## config.mk

```make
export PLATFORM = sky130hd
export DESIGN_NAME = mmio_io_regs
export DESIGN_NICKNAME = d
export VERILOG_FILES = /design/src/rtl/mmio_io_regs_pkg.sv /design/src/rtl/mmio_io_regs_io_counter.sv /design/src/rtl/mmio_io_regs.sv
export SDC_FILE = /design/constraint.sdc
export NUM_CORES = 1
export LEC_CHECK = 0
export CORE_ASPECT_RATIO = 1.1
export CORE_MARGIN = 2
export CORE_UTILIZATION = 52
export CTS_BUF_LIST = sky130_fd_sc_hd__clkbuf_8
export DETAILED_ROUTE_END_ITERATION = 10
export HOLD_SLACK_MARGIN = 0.06
export PLACE_DENSITY = 0.82
export SLEW_MARGIN = 20
export SYNTH_ARGS = -nofsm -noshare
export SYNTH_HDL_FRONTEND = slang
export SYNTH_HIERARCHICAL = 1
export SYNTH_SLANG_ARGS = --single-unit
```

## constraint.sdc

```tcl
create_clock -name clk -period 2.6 [get_ports clk]
set_input_delay 0.52 -clock clk [delete_from_list [all_inputs] [get_ports clk]]
set_output_delay 0.52 -clock clk [all_outputs]
set_load 0.01 [all_outputs]
```

## src/rtl/mmio_io_regs_pkg.sv

```systemverilog
// mmio_io_regs_pkg: MMIO address map, TX FSM encodings and writeback select codes.
package mmio_io_regs_pkg;
    localparam logic [31:0] MMIO_UART_CTRL = 32'h8000_0000;
    localparam logic [31:0] MMIO_UART_RX   = 32'h8000_0004;
    localparam logic [31:0] MMIO_UART_TX   = 32'h8000_0008;
    localparam logic [31:0] MMIO_CYC_CNT   = 32'h8000_0010;
    localparam logic [31:0] MMIO_INST_CNT  = 32'h8000_0014;
    localparam logic [31:0] MMIO_CNT_CLR   = 32'h8000_0018;
    localparam logic [0:0] TX_IDLE = 1'b0;
    localparam logic [0:0] TX_SEND = 1'b1;
    localparam logic [1:0] CONV_NONE = 2'b00;
    localparam logic [1:0] CONV_READ = 2'b01;
    function automatic logic is_mmio(input logic [31:0] a);
        return a[31];
    endfunction
endpackage

```

## src/rtl/mmio_io_regs_io_counter.sv

```systemverilog
// io_counter: W-bit free-running counter with enable and clear; clear wins over enable.
module io_counter #(
    parameter int W = 32
) (
    input  logic         clk,
    input  logic         rst,
    input  logic         en,
    input  logic         clr,
    output logic [W-1:0] count
);
    always_ff @(posedge clk) begin
        if (!rst || clr) count <= '0;
        else if (en) count <= count + 1'b1;
    end
endmodule

```

## src/rtl/mmio_io_regs.sv

```systemverilog
// mmio_io_regs: MMIO decode for UART handshakes and perf counters, with
// one-cycle registered read data aligned to synchronous DMEM/BIOS reads.
module mmio_io_regs
    import mmio_io_regs_pkg::*;
#(
    parameter int CNT_W = 32
) (
    input  logic        clk,
    input  logic        rst,
    input  logic [31:0] addr,
    input  logic [31:0] wdata,
    input  logic        we,
    input  logic        re,
    input  logic        inst_retire,
    input  logic [7:0]  rx_data_out,
    input  logic        rx_data_out_valid,
    output logic        rx_data_out_ready,
    output logic [7:0]  tx_data_in,
    output logic        tx_data_in_valid,
    input  logic        tx_data_in_ready,
    output logic [31:0] uart_data_o,
    output logic [1:0]  control_uart_o
);
    logic [0:0] state;
    logic [CNT_W-1:0] cyc_cnt, inst_cnt;
    logic [31:0] rdata;
    logic st, tx_busy, tx_ready, cnt_clr;
    logic unused_wdata;

    // A simultaneous load wins: the store half is discarded.
    assign st = we & ~re;
    assign tx_busy = state == TX_SEND;
    assign tx_ready = tx_data_in_ready & ~tx_busy;
    assign tx_data_in_valid = tx_busy;
    assign cnt_clr = st & (addr == MMIO_CNT_CLR);
    assign rx_data_out_ready = rst & re & (addr == MMIO_UART_RX) & rx_data_out_valid;
    assign unused_wdata = ^wdata[31:8];

    always_comb begin
        rdata = (addr == MMIO_UART_CTRL) ? {30'b0, rx_data_out_valid, tx_ready} :
                (addr == MMIO_UART_RX)   ? {24'b0, rx_data_out_valid ? rx_data_out : 8'h00} :
                (addr == MMIO_CYC_CNT)   ? 32'(cyc_cnt) :
                (addr == MMIO_INST_CNT)  ? 32'(inst_cnt) : 32'h0;
    end

    // Stores arriving while a byte is in flight are dropped; software polls ready.
    always_ff @(posedge clk) begin
        if (!rst) begin
            state <= TX_IDLE;
            tx_data_in <= 8'h00;
        end else if (!tx_busy && st && addr == MMIO_UART_TX) begin
            state <= TX_SEND;
            tx_data_in <= wdata[7:0];
        end else if (tx_busy && tx_data_in_ready) begin
            state <= TX_IDLE;
        end
    end

    always_ff @(posedge clk) begin
        if (!rst) begin
            uart_data_o <= 32'h0;
            control_uart_o <= CONV_NONE;
        end else begin
            if (re) uart_data_o <= rdata;
            control_uart_o <= (re && is_mmio(addr)) ? CONV_READ : CONV_NONE;
        end
    end

    io_counter #(.W(CNT_W)) u_cyc (
        .clk   (clk),
        .rst   (rst),
        .en    (1'b1),
        .clr   (cnt_clr),
        .count (cyc_cnt)
    );

    io_counter #(.W(CNT_W)) u_inst (
        .clk   (clk),
        .rst   (rst),
        .en    (inst_retire),
        .clr   (cnt_clr),
        .count (inst_cnt)
    );
endmodule

```

Yosys cells after proc, flatten, opt, wreduce, memory -nomap -nowiden:

Cells that the tools add are included.

* register bits: 107
* output and inout port bits: 44
* logic and storage cells: 38

* $add $sub $neg: 2
* eq/ne operators: 6
* muxes and demuxes: 8
* bitwise operators: 8
* reduce and logical (&&, ||, !) cells: 8

Operator list (number)
* equality test 32 bit, second input constant: 6
* two-way mux 32 bit: 4
* adder 32 x 1 -> 32 bit, second input constant: 2
* two-way mux 8 bit: 1
* bitwise AND 1 bit: 6
* logical AND 1 bit: 4
* two-way mux 1 bit: 3
* logical NOT 1 bit: 2
* NOT 1 bit: 2
* nonzero test 2 bit: 1
* logical OR 1 bit: 1

Longest topological paths before layout:

Gate-level depths: netlist (run 1).

* depth in word-level cells: 5
* mapped depth: 9
* mapped depth without buffers: 7

Cells and area by module:

The synthesis (run 1) kept the hierarchy.

By module, submodules not included
* io_counter: instances 2, cells an instance 184, area each 1602.8 um^2, sequential area each 640.6 um^2
* mmio_io_regs: instances 1, cells an instance 247, area each 2245.9 um^2, sequential area each 840.8 um^2

Worst setup path before layout (run 1):

Ideal clock, no wire load.

* kind: input port to output port
* start: in addr[26]
* end: out rx_data_out_ready
* arrival time: 1764 ps
* data required time: 2080 ps
* setup slack: 316 ps
* stages: 4
* cells stage by stage: nor4_1 > nand4_2 > or3_4 > nor4_2

* longest elaborated chain between the ends: 3

Ends and longest elaborated chain
* start, declared: RTL line mmio_io_regs.sv:10 `input logic [31:0] addr,`
* equality test 32 bit: RTL line mmio_io_regs.sv:36 `assign rx_data_out_ready = rst & re & (addr == MMIO_UART_RX) & rx_data_out_valid;`
* bitwise AND 1 bit (2 in series): RTL line mmio_io_regs.sv:36
* end, declared: RTL line mmio_io_regs.sv:17 `output logic rx_data_out_ready,`

Every way passes these cells.

Worst setup path after layout (run 1):

* start: in addr[15]
* end: out rx_data_out_ready

The elaborated chain is that of the path after synthesis.

==> impl_metrics.tcl, run 1 <==
set metrics [dict create \
    die_w_um 101.6 \
    timing.final.crit_share_pct 96.74 \
    synth.top_cell.area_share_pct 38.93 \
    critPathCaptureType "output port" \
    yosysSeqAreaShare_pct 38.93 \
    fin_cells 864 \
    grt_max_degree 37 \
    synth_cell_types 49 \
    numPortBuffers 97 \
    hpwl_um 10500 \
    start_util_pct 52.95 \
    core_area_um2 10300 \
    drtPass1Iterations 4 \
    drv_cap 0 \
    synthTopCellsByArea "dfxtp_1 39%, mux2i_1 9.5%, nand2_1 6.6%" \
    grt_pass1_wl_um 23440 \
    worst_slew_pin_slew_ns 0.6642 \
    cts_tree "built" \
    clock-root-buffer "clkbuf_8" \
    relSlewSlack_pct 55.52 \
    path_class "in2out" \
    async_flop_share_pct 0 \
    gp_congestion 0.8564 \
    peakVddDrop_mv 0.2646 \
    die-area_um2 11320 \
    critPathLaunchType "input port" \
    vias 5050 \
    wl_met2_um 7541 \
    p_leak_nw 2.544 \
    wire_per_inst_um 16.89 \
    clkTransAtPathRegs_ns 0.10 \
    grt_overflow 0 \
    routed_wl_um 14590 \
    io_pins 123 \
    place_inst 841 \
    slew_viol_final 0 \
    antenna_found_initial 0 \
    htreeDepth 3 \
    yosys.area.top_type "dfxtp_1" \
    clock_latency_ns 0.38 \
    power.density_nw_per_um2 424.9 \
    clock_sinks 106 \
    avgViaCountPerCell 5.845 \
    ys.flop_type "dfxtp_1" \
    crit_fanout 2 \
    crit_slowest_cell "or3_4" \
    path_delay_family "simple AND/OR/NAND/NOR gates" \
    synth.avg_cell_area_um2 8.864 \
    clock_path_buffers 2 \
    synth_nets 696 \
    postPlaceCellArea_um2 6600 \
    fin_crit_ns 2.515 \
    antennaDiodeCount 0 \
    netlist_area_um2 5451 \
    design_area_um2 6934 \
    hold_violations 0 \
    path_cells "dlygate4sd2_1 > nor4_2 > nand4_2 > or3_4 > nor4_4 > buf_2" \
    routed.top_layer "met4" \
    p_total_mw 2.946 \
    nets 797 \
    fmax_mhz 397.6 \
    status "complete, no violations" \
    cts-buffers-inserted 9 \
    hold_path.class "reg2reg" \
    synth_edf_count 0 \
    required_ns 2.08 \
    hold_buffers 0 \
    finClkSkew_ns 0.01224 \
    rows 39 \
    cpPeakStageDelay_ns 0.41 \
    final_antenna_net_count 0 \
    arrival_ns 2.00 \
    setup_viol 0 \
    dr_wl_met3_um 923 \
    drc 0 \
    syn_inst 615 \
    wl_met1_um 5751 \
    fp.dieH_um 111.4 \
    grtUsageTotal_pct 25.75 \
    grt_pass1_vias 5015 \
    rsz0062_at_grt "no" \
    ys_ff_latch 106 \
    drtIter0Drc 221 \
    syn_to_final_growth_pct 27.20 \
    drive_gt1_share_pct 12.48 \
    ys_warn_count 6 \
    crit_buf_inv 2 \
]
area by class of cell:
type / count / area [µm²]
Timing Repair Buffer: 129 / 1282
Sequential cell: 106 / 2122
Multi-Input combinational cell: 462 / 3119
Clock buffer: 10 / 137.6
Fill cell: 813 / 3362
Inverter: 8 / 30.03
Clock inverter: 6 / 63.81
Tap cell: 143 / 178.9
worst register-to-register path, stage by stage (launching register included):
cell and delay, ns:
dfxtp_1 0.47, nand4_2 0.26, or3_1 0.66, or4_1 0.58, a21oi_1 0.16
placed cells by master, fill, tap and decap left out, types with 8 or more instances in the layout:
cell / synthesis / final
dfxtp_1: 106 / 106
nand2_1: 96 / 96
o21ai_0: 8 / 8
nor3_1: 8 / 8
and4_1: 8 / 8
nand3_1: 23 / 23
clkdlybuf4s50_1: 0 / 68
a21oi_1: 26 / 26
xor2_1: 10 / 10
nor4_2: 17 / 17
inv_1: 8 / 8
o21ai_1: 25 / 25
or3_1: 10 / 10
dlymetal6s2s_1: 0 / 24
mux2i_1: 52 / 52
clkbuf_8: 0 / 10
buf_4: 2 / 30
nand2b_1: 20 / 20
nor2_1: 26 / 26
o31ai_1: 16 / 16
nor4_1: 16 / 15
nor2b_1: 11 / 8
or4_1: 16 / 16
xnor2_1: 10 / 10
synthesized netlist by cell type, drive strengths merged, types with 6 or more instances:
| cell type | n |
|---|---|
| dfxtp | 106 |
| or4 | 18 |
| nor4 | 35 |
| nor2 | 26 |
| a21oi | 26 |
| o21ai | 33 |
| nand3 | 25 |
| clkbuf | 21 |
| inv | 8 |
| o31ai | 17 |
| o2111ai | 6 |
| buf | 18 |
| mux2i | 52 |
| and4 | 8 |
| xor2 | 10 |
| nand4 | 11 |
| xnor2 | 10 |
| nand2b | 20 |
| nand2 | 96 |
| or3 | 11 |
| nor2b | 11 |
| nor3 | 9 |
report_power, final:
| part | internal (mW) | switching, mW |
|---|---|---|
| sequential | 1.63 | 0.0116 |
| combinational | 0.132 | 0.127 |
| clock | 0.472 | 0.574 |
| total | 2.23 | 0.712 |
layer usage:
| metal | vias up | global-route usage [%] |
|---|---|---|
| met4 | 0 | 9.369 |
| met5 | - | 0 |
| met3 | 29 | 6.529 |
| met1 | 2406 | 29.76 |
| li1 | 2428 | - |
| met2 | 187 | 45.22 |
metrics by stage:
stage                     setup TNS (ns)  setup WS, ns  hold slack [ns]  utilization, %
after global placement            -2.194       -0.5542           0.4343           64.10
after floorplan                        0        0.3159           0.4420               -
after detailed placement          -3.476       -0.5777           0.4423           64.10
after CTS                       -0.03610      -0.03610           0.4557           66.52
after global routing                   0       0.01284           0.4788           67.35
final                                  0       0.08480           0.4535           67.35
repair_timing:
item                                    4_1_cts  5_1_grt
endpoints found under the setup margin        1        1
buffers inserted                              6        1
pin swaps                                     8       10
resized for setup                            10       26
cell families after synthesis:
logic type | count (synthesis) | share of synthesized area [%]
buf+inv | 47 | 4.429
xor+xnor | 20 | 3.213
simple gates | 282 | 30.96
compound gates | 102 | 11.91
mux | 54 | 9.961
fa+ha+maj | 2 | 0.4590
flops | 106 | 38.93
other cells | 2 | 0.1378
state kept, by name, summed over array words and instances (netlist names):
name / count
control_uart_o: 1
tx_data_in: 8
tx_data_in_valid: 1
u_cyc/count: 32
u_inst/count: 32
uart_data_o: 32
final timing paths:
kind,from,depth (start not counted),endpoint,slack (ns)
max,addr[15],6,rx_data_out_ready,0.08
min,uart_data_o[27],2,uart_data_o[27],0.45
max reg2reg,u_cyc/count[4],4,u_cyc/count[22],0.40
min reg2reg,uart_data_o[27],2,uart_data_o[27],0.45
Note: power is estimated with default switching activity, not from simulation.
==> run 2, diff against run 1 <==
- CAP_MARGIN: default -> 10
- CORE_UTILIZATION: 52 -> 51
- CTS_BUF_LIST: sky130_fd_sc_hd__clkbuf_8 -> default
- PLACE_DENSITY: 0.82 -> 0.81
- TNS_END_PERCENT: default -> 100
==> impl_metrics.tcl, run 2 (synthesis results as in run 1) <==
set metrics [dict create \
    status "complete, no violations" \
    timing.final.crit_share_pct 94.24 \
    multiInputGateArea_um2 3119 \
    peakVddDrop_mv 0.2932 \
    setup_viol 0 \
    numPortBuffers 97 \
    grt_pass1_wl_um 23980 \
    die_w_um 102.6 \
    drv_cap 0 \
    grt_pass1_vias 5060 \
    final_cell_mix "106 x dfxtp_1, 96 x nand2_1, 69 x clkdlybuf4s50_1" \
    hpwl_um 10450 \
    hold_buffers 0 \
    io_pins 123 \
    die-area_um2 11530 \
    hold_violations 0 \
    worst_slew_pin_slew_ns 0.6614 \
    relSlewSlack_pct 55.71 \
    reg_top3 "u_cyc/count: 32 flops, u_inst/count: 32 flops, uart_data_o: 32 flops" \
    core_area_um2 10390 \
    arrival_ns 1.93 \
    avgViaCountPerCell 5.833 \
    pwr-share-clk_pct 41.4 \
    dp_slack_ns -0.5891 \
    power_frac_comb_pct 8.0 \
    rsz0062_at_grt "no" \
    nets 790 \
    final_common_cell "dfxtp_1" \
    clock_latency_ns 0.35 \
    power.density_nw_per_um2 465.9 \
    gp_congestion 0.8596 \
    wire_per_inst_um 16.87 \
    clock-root-buffer "clkbuf_16" \
    syn_to_final_growth_pct 27.50 \
    switchingPower_mw 0.7125 \
    postLayoutCoreUtil_pct 66.87 \
    fin_crit_ns 2.450 \
    rows 39 \
    antenna_found_initial 0 \
    path_class "in2out" \
    antennaDiodeCount 0 \
    design_area_um2 6950 \
    p_leak_nw 2.496 \
    seqPwrFrac_pct 50.6 \
    final_antenna_net_count 0 \
    clock_sinks 106 \
    timing.hold.ws_ns 0.4481 \
    required_ns 2.08 \
    fmax_mhz 408.1 \
    finClkSkew_ns 0.006345 \
    vias 4993 \
    grt_max_degree 43 \
    seq_area_um2 2122 \
    worst_slack_ns 0.1496 \
    drtPass1Iterations 4 \
    p_int_mw 2.526 \
    cts_tree "built" \
    critPathCaptureType "output port" \
    grtUsageTotal_pct 26.05 \
    postPlaceCellArea_um2 6590 \
    start_util_pct 52.45 \
    clkTransAtPathRegs_ns 0.07 \
    grt_overflow 0 \
    fp.dieH_um 112.4 \
    htreeDepth 3 \
    drc 0 \
    critPathLaunchType "input port" \
    crit_fanout 2 \
    cts-buffers-inserted 9 \
    drive_gt1_share_pct 11.22 \
    nFillCells 823 \
    routed_wl_um 14440 \
    hold_path.class "reg2reg" \
    clock_path_buffers 2 \
    slew_viol_final 0 \
    drtIter0Drc 256 \
    switching_share_pct 22.00 \
]
## run 2: changes by cell type in the layout (fill, tap and decap cells not counted), sizes merged
cell / delta
clkbuf: +2
clkinvlp: -2
buf: -7
clkdlybuf4s50: +1
dlymetal6s2s: -8
inv: -1
dlygate4sd2: +7
## run 2: worst paths after layout
| path | end | cells past startpoint | slack (ns) | from |
|---|---|---|---|---|
| max reg2reg | u_cyc/count[22] | 4 | 0.33 | u_cyc/count[3] |
| min reg2reg | uart_data_o[21] | 2 | 0.45 | uart_data_o[21] |
| min | uart_data_o[21] | 2 | 0.45 | uart_data_o[21] |
| max | rx_data_out_ready | 6 | 0.15 | addr[28] |
## run 2: final cells by class
| type | instances | area share (%) |
|---|---|---|
| tap | 143 | 2.574 |
| inverter | 8 | 0.4320 |
| clock buffer | 12 | 3.546 |
| sequential | 106 | 30.53 |
| multi-input combinational | 462 | 44.88 |
| timing repair buffer | 122 | 17.46 |
| clock inverter | 3 | 0.5761 |
## run 2: through the flow
| stage | power (mW) | instances | TNS, ns |
|---|---|---|---|
| after CTS | 3.259 | 856 | -0.08187 |
| final | 3.238 | 856 | 0 |
| after global placement | 1.928 | 838 | -1.917 |
| after detailed placement | 1.938 | 838 | -3.517 |
| after floorplan | 1.800 | 615 | 0 |
| after global routing | 3.349 | 856 | 0 |
## run 2: power by group through the flow
| stage | clock network (mW) | logic (mW) | registers (mW) |
|---|---|---|---|
| 5_1_grt | 1.43 | 0.278 | 1.64 |
| 6_report | 1.34 | 0.259 | 1.64 |
| 3_5_place_dp | 0 | 0.261 | 1.68 |
| 4_1_cts | 1.36 | 0.258 | 1.64 |
| 2_1_floorplan | 0 | 0.125 | 1.68 |
| 3_3_place_gp | 0 | 0.252 | 1.68 |
## run 2: worst max-delay path, cell delays in order
cell and delay, ns:
clkdlybuf4s50_1 0.43, nor4_2 0.19, nand4_2 0.13, or3_4 0.37, nor4_4 0.12, buf_2 0.16
## run 2: layer usage
metal	routed length, µm	part of all wire [%]	global-route usage, %	vias up
met5	0	0	0	-
li1	-	-	-	2422
met1	5635	39	28.73	2363
met2	7473	52	46.62	177
met3	961	6.7	7.223	31
met4	370	2.6	9.956	0
## run 2: repair_timing
action,CTS,global route
resized for setup,17,18
buffers inserted,3,0
endpoints found under the setup margin,1,43
pin swaps,8,10
==> run 3, diff against run 2 <==
- ABC_AREA: default -> 1
- CORE_MARGIN: 2 -> 5
- CORE_UTILIZATION: 51 -> 53
==> impl_metrics.tcl, run 3 <==
set metrics [dict create \
    cts-buffers-inserted 9 \
    postLayoutCoreUtil_pct 66.99 \
    synth.avg_cell_area_um2 6.629 \
    power_frac_comb_pct 8.2 \
    rsz0062_at_grt "no" \
    cts_tree "built" \
    cpPeakStageDelay_ns 0.48 \
    numPortBuffers 97 \
    path_class "in2out" \
    crit_slowest_cell "clkdlybuf4s50_1" \
    yosys.area.top_type "dfxtp_1" \
    drc 0 \
    hold_buffers 0 \
    fmax_mhz 410.8 \
    pwr-share-clk_pct 41.1 \
    io_pins 123 \
    critPathMostFrequentCell "nand2_1" \
    fin_crit_ns 2.434 \
    gp_congestion 0.8914 \
    post_cts_buffers 0 \
    switchingPower_mw 0.7392 \
    yosysSeqAreaShare_pct 32.90 \
    syn_to_final_growth_pct 24.44 \
    drtIter0Drc 419 \
    synth_common_cells "262 x nand2_1, 127 x nor2_1, 108 x nand3_1" \
    async_flop_share_pct 0 \
    arrival_ns 1.91 \
    grtUsageTotal_pct 23.83 \
    fp.dieH_um 125.7 \
    timing.final.crit_share_pct 93.62 \
    clock_latency_ns 0.36 \
    p_int_mw 2.488 \
    seq_area_um2 2122 \
    synth_nets 1054 \
    rows 42 \
    drv_cap 0 \
    drtPass1Iterations 5 \
    synthTopCellsByArea "dfxtp_1 33%, nand2_1 15%, nand3_1 8.4%" \
    grt_pass1_vias 6007 \
    status "complete, no violations" \
    synth_edf_count 0 \
    die_w_um 115.2 \
    path_cells "clkdlybuf4s50_1 > nand2_1 > nor2_2 > nand2_1 > nor2_4 > nand3_1 > nor3_1 > clkbuf_2" \
    clock_sinks 106 \
    nets 1173 \
    wire_per_inst_um 13.73 \
    final_antenna_net_count 0 \
    clkTransAtPathRegs_ns 0.07 \
    grt_pass1_wl_um 28250 \
    hold_violations 0 \
    ys_warn_count 6 \
    drive_gt1_share_pct 16.96 \
    clock_path_buffers 2 \
    yosysMostFrequentCell "nand2_1" \
    reg_top3 "u_cyc/count: 32 flops, u_inst/count: 32 flops, uart_data_o: 32 flops" \
    final_common_cell "nand2_1" \
    relSlewSlack_pct 63.84 \
    final_cell_mix "262 x nand2_1, 125 x nor2_1, 108 x nand3_1" \
    p_leak_nw 3.433 \
    power.density_nw_per_um2 402.0 \
    ys_ff_latch 106 \
    critPathLaunchType "input port" \
    antennaDiodeCount 0 \
    routed_wl_um 17180 \
    peakVddDrop_mv 0.2858 \
    start_util_pct 53.83 \
    seqPwrFrac_pct 50.7 \
    slew_viol_final 0 \
    timing.hold.ws_ns 0.4678 \
    grt_max_degree 57 \
    hold_path.class "reg2reg" \
    antenna_found_initial 0 \
    htreeDepth 3 \
    worst_slew_pin_slew_ns 0.5424 \
    critPathCaptureType "output port" \
    syn_inst 973 \
    core_area_um2 11980 \
    setup_viol 0 \
    multiInputGateArea_um2 3650 \
    synth_cell_types 34 \
    finClkSkew_ns 0.005521 \
    avgViaCountPerCell 5.166 \
    required_ns 2.08 \
    path_delay_family "simple AND/OR/NAND/NOR gates" \
    clock-root-buffer "clkbuf_16" \
    finalSetupTns_ns 0 \
    die-area_um2 14480 \
    switching_share_pct 22.91 \
    ys.flop_type "dfxtp_1" \
    vias 6463 \
    crit_buf_inv 2 \
    nFillCells 1100 \
    synth.top_cell.area_share_pct 32.90 \
    grt_overflow 0 \
    dp_slack_ns -0.2102 \
    netlist_area_um2 6450 \
    worst_slack_ns 0.1659 \
    crit_fanout 2 \
    hpwl_um 13010 \
]
[run 3: cell families (layout without fill, tap and decap cells)]
family,count (synthesis),count (layout),share of synthesized area (%)
simple gates,620,620,47.04
buf+inv,150,274,10.67
flops,106,106,32.90
compound gates,91,91,8.613
fa+ha+maj,2,2,0.3879
other cells,2,2,0.1164
xor+xnor,2,2,0.2716
[run 3: worst register-to-register path: cells and delay by family, from the launching register on]
family                   cells  cell delay, ns
AND/OR/NAND/NOR              6            0.72
flip-flops                   1            0.42
adder cells (fa/ha/maj)      1            0.20
buffers and inverters        1            0.12
[run 3: final cells by class]
| class | instances | share of cell area, % |
|---|---|---|
| clock inverters | 2 | 0.1247 |
| clock buffers | 14 | 3.414 |
| inverters | 119 | 5.565 |
| multi-input cells | 717 | 45.47 |
| flip-flops and latches | 106 | 26.44 |
| well taps | 154 | 2.401 |
| repair buffers | 139 | 16.59 |
[run 3: path summary, 6_finish.rpt]
kind / endpoint / start / slack, ns / depth (start not counted)
worst max register to register: u_inst/count[24] / u_inst/count[0] / 1.03 / 8
worst min-delay path: uart_data_o[14] / uart_data_o[14] / 0.47 / 2
worst min register to register: uart_data_o[14] / uart_data_o[14] / 0.47 / 2
worst max-delay path: rx_data_out_ready / addr[31] / 0.17 / 8
[run 3: repair_timing]
item / in CTS / in global routing
pin swaps: 0 / 0
setup endpoints to repair: 1 / 1
gates resized for setup: 1 / 5
endpoints found under the hold margin: 0 / 0
[run 3: routing by layer]
metal	global-route usage, %	vias to the layer above	routed length (µm)
li1	-	3332	-
met1	29.92	2873	7395
met2	39.00	217	7939
met3	4.894	41	1273
met4	10.98	0	568
met5	0	-	0
[run 3: power groups by stage]
stage	Combinational, mW	Clock (mW)	Sequential, mW
after floorplan	0.117	0	1.67
after global placement	0.258	0	1.67
after detailed placement	0.262	0	1.67
after CTS	0.264	1.36	1.64
after global routing	0.290	1.41	1.63
final	0.266	1.33	1.64
[run 3: stage by stage]
stage / power (mW) / instances / cell area (µm²)
floorplan: 1.788 / 973 / 6450
global placement: 1.931 / 1235 / 7742
detailed placement: 1.935 / 1235 / 7742
CTS: 3.254 / 1251 / 8025
global route: 3.337 / 1251 / 8026
finish: 3.227 / 1251 / 8026
